File: config.mk
export PLATFORM = sky130hd
export DESIGN_NAME = query_weight_stream_sink
export DESIGN_NICKNAME = d
export VERILOG_FILES = /design/src/rtl/query_weight_stream_sink.sv
export SDC_FILE = /design/constraint.sdc
export NUM_CORES = 1
export LEC_CHECK = 0
export CORE_ASPECT_RATIO = 0.9
export CORE_MARGIN = 4
export CORE_UTILIZATION = 50
export DETAILED_ROUTE_END_ITERATION = 10
export GPL_TIMING_DRIVEN = 0
export HOLD_SLACK_MARGIN = 0.08
export PLACE_DENSITY = 0.71
export SYNTH_ARGS = -nofsm -noshare
export SYNTH_HDL_FRONTEND = slang
export SYNTH_SLANG_ARGS = --single-unit
File: constraint.sdc
create_clock -name clk -period 2.1 [get_ports clk]
set_input_delay 0.42 -clock clk [delete_from_list [all_inputs] [get_ports clk]]
set_output_delay 0.42 -clock clk [all_outputs]
set_load 0.01 [all_outputs]
File: src/rtl/query_weight_stream_sink.sv
// query_weight_stream_sink
//
// Receives one parameter tensor as a valid/ready stream of parallel beats,
// stores it in an internal RAM, and flags when the full tensor is present.
// The stored tensor can be read through a ROM-style port with two-cycle
// registered latency (address0 -> stage t0 -> q0, both gated by ce0).
//
// Ports:
//   clk            rising-edge clock
//   rst            asynchronous active-high reset
//   data_in        N beat elements, element j packed at word bits [P*j +: P]
//   data_in_valid  beat valid
//   data_in_ready  beat ready (registered, high only in FILL)
//   release_buf    in FULL: discard the stored tensor and re-arm for a new fill
//   full           a complete tensor is stored (registered)
//   done           one-cycle pulse in the cycle after the last beat is written
//   address0       read word address (addresses >= IN_DEPTH read as zero)
//   ce0            read pipeline enable; 0 holds both read stages
//   q0             read data word
module query_weight_stream_sink #(
  parameter int TENSOR_SIZE_DIM_0 = 32,
  parameter int TENSOR_SIZE_DIM_1 = 1,
  parameter int PRECISION_0       = 16,
  parameter int PRECISION_1       = 3,
  parameter int PARALLELISM_DIM_0 = 1,
  parameter int PARALLELISM_DIM_1 = 1,
  parameter int IN_DEPTH          = TENSOR_SIZE_DIM_0 * TENSOR_SIZE_DIM_1 /
                                    (PARALLELISM_DIM_0 * PARALLELISM_DIM_1),
  parameter int ADDR_WIDTH        = $clog2(IN_DEPTH) + 1
) (
  input  logic                                                       clk,
  input  logic                                                       rst,
  input  logic [PRECISION_0-1:0]                                     data_in [PARALLELISM_DIM_0*PARALLELISM_DIM_1],
  input  logic                                                       data_in_valid,
  output logic                                                       data_in_ready,
  input  logic                                                       release_buf,
  output logic                                                       full,
  output logic                                                       done,
  input  logic [ADDR_WIDTH-1:0]                                      address0,
  input  logic                                                       ce0,
  output logic [PRECISION_0*PARALLELISM_DIM_0*PARALLELISM_DIM_1-1:0] q0
);

  localparam int N      = PARALLELISM_DIM_0 * PARALLELISM_DIM_1;
  localparam int WORD_W = PRECISION_0 * N;
  localparam int CNT_W  = $clog2(IN_DEPTH) + 1;
  localparam int IDX_W  = (IN_DEPTH > 1) ? $clog2(IN_DEPTH) : 1;

  // Fractional bits are metadata carried alongside the tensor; storage is
  // bit-exact. Reject a nonsensical configuration at elaboration.
  if (PRECISION_1 > PRECISION_0) begin : g_bad_frac
    $error("PRECISION_1 exceeds PRECISION_0");
  end

  typedef enum logic [1:0] {
    S_INIT = 2'd0,
    S_FILL = 2'd1,
    S_FULL = 2'd2
  } state_e;

  state_e             state_q;
  logic [CNT_W-1:0]   counter_q;
  logic               ready_q;
  logic               full_q;
  logic               done_q;

  logic [WORD_W-1:0]  ram [IN_DEPTH];
  logic [WORD_W-1:0]  wr_word;
  logic [WORD_W-1:0]  rd_word;
  logic [WORD_W-1:0]  t0_q;
  logic [WORD_W-1:0]  q0_q;

  logic               wr_en;
  logic               last_beat;

  // ready_q is only ever high in FILL, so a transfer can only happen there.
  assign wr_en     = data_in_valid && ready_q;
  assign last_beat = (counter_q == CNT_W'(IN_DEPTH - 1));

  always_comb begin
    wr_word = '0;
    for (int j = 0; j < N; j++) begin
      wr_word[PRECISION_0*j +: PRECISION_0] = data_in[j];
    end
  end

  // Control FSM with registered handshake/status outputs.
  // NOTE: all sequential state uses non-blocking assignments so every
  // register samples the pre-edge values of the others.
  always_ff @(posedge clk or posedge rst) begin
    if (rst) begin
      state_q   <= S_INIT;
      counter_q <= '0;
      ready_q   <= 1'b0;
      full_q    <= 1'b0;
      done_q    <= 1'b0;
    end else begin
      done_q <= 1'b0;
      case (state_q)
        S_INIT: begin
          state_q <= S_FILL;
          ready_q <= 1'b1;
        end
        S_FILL: begin
          if (wr_en) begin
            if (last_beat) begin
              // Drop ready on the accepting edge so nothing is taken in FULL.
              counter_q <= '0;
              state_q   <= S_FULL;
              ready_q   <= 1'b0;
              full_q    <= 1'b1;
              done_q    <= 1'b1;
            end else begin
              counter_q <= counter_q + CNT_W'(1);
            end
          end
        end
        S_FULL: begin
          if (release_buf) begin
            state_q   <= S_FILL;
            counter_q <= '0;
            ready_q   <= 1'b1;
            full_q    <= 1'b0;
          end
        end
        default: begin
          state_q <= S_INIT;
          ready_q <= 1'b0;
          full_q  <= 1'b0;
        end
      endcase
    end
  end

  // NOTE: the tensor RAM has no reset; a reset abandons a partial fill but
  // keeps the contents, and leaving it unreset lets it map onto block RAM.
  always_ff @(posedge clk) begin
    if (wr_en) begin
      ram[counter_q[IDX_W-1:0]] <= wr_word;
    end
  end

  // Out-of-range addresses read as zero instead of aliasing into the RAM.
  always_comb begin
    rd_word = '0;
    if (address0 < ADDR_WIDTH'(IN_DEPTH)) begin
      rd_word = ram[address0[IDX_W-1:0]];
    end
  end

  // Two-stage read pipeline; sampling ram on the write edge yields the
  // pre-write content (read-first).
  always_ff @(posedge clk or posedge rst) begin
    if (rst) begin
      t0_q <= '0;
      q0_q <= '0;
    end else if (ce0) begin
      t0_q <= rd_word;
      q0_q <= t0_q;
    end
  end

  assign data_in_ready = ready_q;
  assign full          = full_q;
  assign done          = done_q;
  assign q0            = q0_q;

endmodule

* After elaboration in Yosys (flattened, before gate mapping)
Memory sizes are Yosys's and may differ from the RTL's.
Index checks and enable logic that the tools add are counted.
** Storage, ports and cells
- Register bits after elaboration :: 43
- Bits in writable memories :: 512
- Output and inout port bits :: 19
- Word-level logic and storage cells :: 45
- Memories kept :: 1
** Memory list
- ram :: words 32, width 16, rd ports 1, clocked after Yosys merged registers in 0, write ports 1, line 67 : logic [WORD_W-1:0] ram [IN_DEPTH];
** Operators by class
- Add/subtract/negate cells :: 1
- $lt $le $gt $ge :: 1
- Eq/ne operators :: 6
- Multiplexer cells :: 22
- Bitwise logic cells :: 1
- Reductions and logical operators :: 6
** Operators by type and width (count)
- $mux W6 :: 3
- $mux W16 :: 1
- $pmux W6 S2 :: 1
- $mux W1 :: 11
- $add A6 B1 Y6 const B :: 1
- $eq A6 B5 Y1 const B :: 1
- $lt A6 B6 Y1 const B :: 1
- $mux W2 :: 3
- $ne A2 B2 Y1 const B :: 3
- $pmux W1 S3 :: 2
- $pmux W2 S3 :: 1
- $reduce_and A3 Y1 :: 2
- $reduce_and A4 Y1 :: 1
- $eq A2 B1 Y1 const B :: 1
- $eq A2 B2 Y1 const B :: 1
- $logic_not A2 Y1 :: 1
- $reduce_bool A2 Y1 :: 1
- $logic_and A1 B1 Y1 :: 1
- $not A1 Y1 :: 1

* Logic depth before layout (Yosys ltp)
- Depth in word-level cells :: 4
- Depth in mapped cells :: 10
- Mapped depth without buffers :: 5

* Worst setup path after synthesis
No wires, ideal clock.
- Path type :: register to register
- Start point :: reg counter_q[2]
- End point :: mem ram[4][0] (netlist name) (enable)
- Data arrival time :: 1.801 ns
- Data required time :: 1.712 ns
- Slack :: -0.090 ns
- Cell stages (with the launch flop) :: 4
- Cell sequence :: dfrtp_1 clkbuf_1 or3b_2 nor2_1
** RTL lines
- start, declared :: line 62 : logic [CNT_W-1:0] counter_q;
- start signal, assigned :: line 114 : counter_q <= counter_q + CNT_W'(1);
- end, declared :: line 67
Straight into the memory's write port.

* Final worst setup path
- Start point :: in address0[1]
- End point :: reg t0_q[12]
** Between the ends
- Word-level cells in the longest chain between the ends :: 2
- Elaborated cells between the ends (all ways) :: 3
** Ends and longest elaborated chain
- start, declared :: line 39 : input logic [ADDR_WIDTH-1:0] address0,
- $mem_v2 Z32 W16 or $lt A6 B6 Y1 (tied branches)
- $mux W16 * :: line 146 : if (address0 < ADDR_WIDTH'(IN_DEPTH)) begin
- end signal, assigned :: line 158 : t0_q <= rd_word;
- end, declared :: line 70 : logic [WORD_W-1:0] t0_q;
Every way passes the cells marked *; elsewhere a longest branch is shown, timed or not.
A chain may end at the register's enable or synchronous reset.

==> metrics <==
Worst Path Buf+Inv 4; Clock Path Buffers 3; top post-synthesis cells by count edfxtp_1, mux2i_1, mux4_2, dfrtp_1; vias in the first global route 11.5k; largest net degree at the start of global routing 39; site row count 72; Tot Pwr 0.0251 W; type of origin of the critical path input pin; hold path startpoint ce0; Hold Slack 0.245 ns; chip height 206 um; crit path capture type flop; Cell Chain, Critical Path clkdlybuf4s15_1, buf_4, nor2_2, clkbuf_4, buf_2, a21oi_1, a221oi_2, o22ai_1; first drt pass iteration count 6; clock buffer count from CTS 53; metal3 WL 4.68 mm; Async SR Flop Fraction 0.0775; Clk Latency, worst-skew pair 0.61 ns; Die Area 46900 um^2; minimum clock period between 2 and 2.5 ns; top cell type's share of synthesized area 0.706; Die Wd approximately 230 um; TritonCTS clock tree yes; critical path arrival 2.53 ns; Max-Cap Viols 0; Starting Density 0.507; sequential share of power 0.516; fin. max-slew vios 0; GRT overflow 0; VDD IR max 0.721 mV; slowest stage cell, crit path clkdlybuf4s15_1; routability congestion estimate approximately 0.92; synthesized instance count approximately 1.1k; post-synth net total 1150; combinational share of power 0.117; crit path kind in2reg; root buf cell clkbuf_16; drt drc 0; synth-to-layout area growth 17.3%; switching part of the total 0.243; synth warn 0; outcome completed; post-synthesis register bit count 555; first-pass GRT wire length 75.2 mm; Rel. slew slack 0.0725; DR vias 11.2k; crit path max fanout 10; Max Used Layer met5; Cell Pwr Density between 900 and 1000 nW/um^2; 1st-iter DRT viols 1261; Layout Skew about 0.018 ns; final hold vios 0; Final Worst Setup Slack between 0.03 and 0.04 ns; met2 wire length around 24 mm; critical path data required time 2.57 ns; count leader, synth edfxtp_1; Critical Path Source address0[1]; Fill cells slightly above 3k; WL/cell between 20 and 30 um; initial antenna violation count 4; via-per-instance ratio 6.06; setup violators final 0; RSZ-0062 raised after global routing yes; H-tree depth 2; WL final 51.5 mm; mean post-synth cell area 19.5 um^2; layout cells sized above 1 0.257; count of cell types in the netlist 42; worst slack at placement -1.31 ns; register area share after synthesis 0.756; R2R Path Start counter_q[0]; gr usage total 0.220; Worst-Margin Slew 1.39 ns; final worst-path cycle share 0.982; Reg clk slew, reported paths 0.06 ns; Pint between 0.015 and 0.02 W; CP peak stage delay 0.34 ns; Static Leakage 8.65 nW; Routed Antenna Nets 0; ranking of synthesized cells by area edfxtp_1, mux4_2, mux2i_1; clock sink total 555; met1 WL roughly 21 mm; Clk pwr share 0.366; Sw Pwr slightly above 0.006 W; fmax approximately 480 MHz; CP delay by family, top buffers and inverters; largest area contributor in the netlist edfxtp_1; number of synthesized flops with an enable pin 512; layout net count approximately 1.3k; core area 43000 um^2; Mapped Area 21800 um^2; Final HPWL DP 32.7 mm; # IOs 46; Min-Delay Path Class in2reg; number of port buffers 42; prevailing post-synth register cell edfxtp_1
[flip-flops by register name, summed over array words and instances (netlist names)]
register       flops
state_q            2
data_in_ready      1
q0                16
counter_q          6
t0_q              16
done               1
full               1
ram              512
[power by group through the flow]
stage | logic (W) | clock network [W] | registers [W]
3_3_place_gp | 0.00235 | 0 | 0.0132
5_1_grt | 0.00311 | 0.00978 | 0.0130
6_report | 0.00294 | 0.00919 | 0.0129
3_5_place_dp | 0.00254 | 0 | 0.0132
4_1_cts | 0.00281 | 0.00930 | 0.0129
2_1_floorplan | 0.00138 | 0 | 0.0131
[layer usage]
metal | up-vias | global-route usage
met5 | - | 0.0125
met3 | 106 | 0.0531
met2 | 511 | 0.338
met1 | 5778 | 0.307
li1 | 4847 | -
met4 | 4 | 0.0859
[kinds of logic (layout without fill, tap and decap cells)]
logic type,Yosys count,after routing,share of synthesized area
adder cells (fa/ha/maj),4,4,0.00230
AND/OR/NAND/NOR,97,97,0.0209
buffers and inverters,85,267,0.0210
flip-flops,555,555,0.756
multiplexers,242,242,0.152
other,0,1,0
AO/OA/AOI/OAI,136,136,0.0481
[timing repair]
item	CTS	global route
buffers inserted	14	5
resized for setup	63	27
pin swaps	9	5
endpoints found under the hold margin	5	0
hold buffers	1	0
setup endpoints to repair	494	351
[cell type report]
type                    instances  area [um^2]  area share
flip-flops and latches        555        16500       0.644
multi-input cells             479         5200       0.203
clock buffers                  80         1540      0.0603
repair buffers                 85         1020      0.0398
well taps                     555          694      0.0272
plain buffers                  66          428      0.0168
clock inverters                17          135     0.00529
inverters                      19         71.3     0.00279
diodes                          1         2.50   0.0000980
[worst paths after layout]
check / endpoint / slack [ns] / cells past startpoint
setup reg to reg: ram[16][0] / 0.08 / 5
max in group asynchronous: q0[1] / 1.04 / 4
setup / recovery: t0_q[12] / 0.04 / 8
min in group asynchronous: data_in_ready / 0.57 / 3
hold / removal: q0[1] / 0.24 / 2
hold reg to reg: q0[14] / 0.51 / 1
[worst register-to-register path: stages, from the launching register on]
cell	delay, ns
dfrtp_1	0.43
inv_1	0.11
ha_1	0.22
nand3_4	0.29
nor2_4	0.44
buf_6	0.23
[cell usage in the layout (no fill, tap or decap), types with 7 or more instances in the layout]
master	Yosys	final
edfxtp_1	512	512
mux2i_1	133	133
mux4_2	64	64
clkbuf_16	0	55
dfrtp_1	43	43
clkbuf_1	37	39
mux2_2	38	38
clkdlybuf4s50_1	0	36
a21oi_1	29	29
a22o_1	28	28
nor2_4	0	27
buf_4	13	24
nand2_1	21	20
inv_1	19	18
a221oi_2	7	18
o22ai_1	16	16
buf_8	0	16
buf_12	2	14
buf_6	7	13
clkbuf_2	0	12
o221ai_1	12	12
a221oi_1	21	10
buf_2	4	8
nand3_1	12	8
mux2_4	7	7
o21ai_0	7	7
clkbuf_8	0	7
[through the flow]
step	instance area (um^2)	TNS, ns	utilization	std cells
after floorplan	21800	-8.57	-	1119
after global placement	22900	-658.34	0.533	1716
after detailed placement	23300	-425.69	0.542	1739
after CTS	25400	-21.98	0.592	1851
after global routing	25500	-0.0121	0.594	1857
final	25500	0	0.594	1857
No activity file was read; power rests on OpenSTA's default activity.
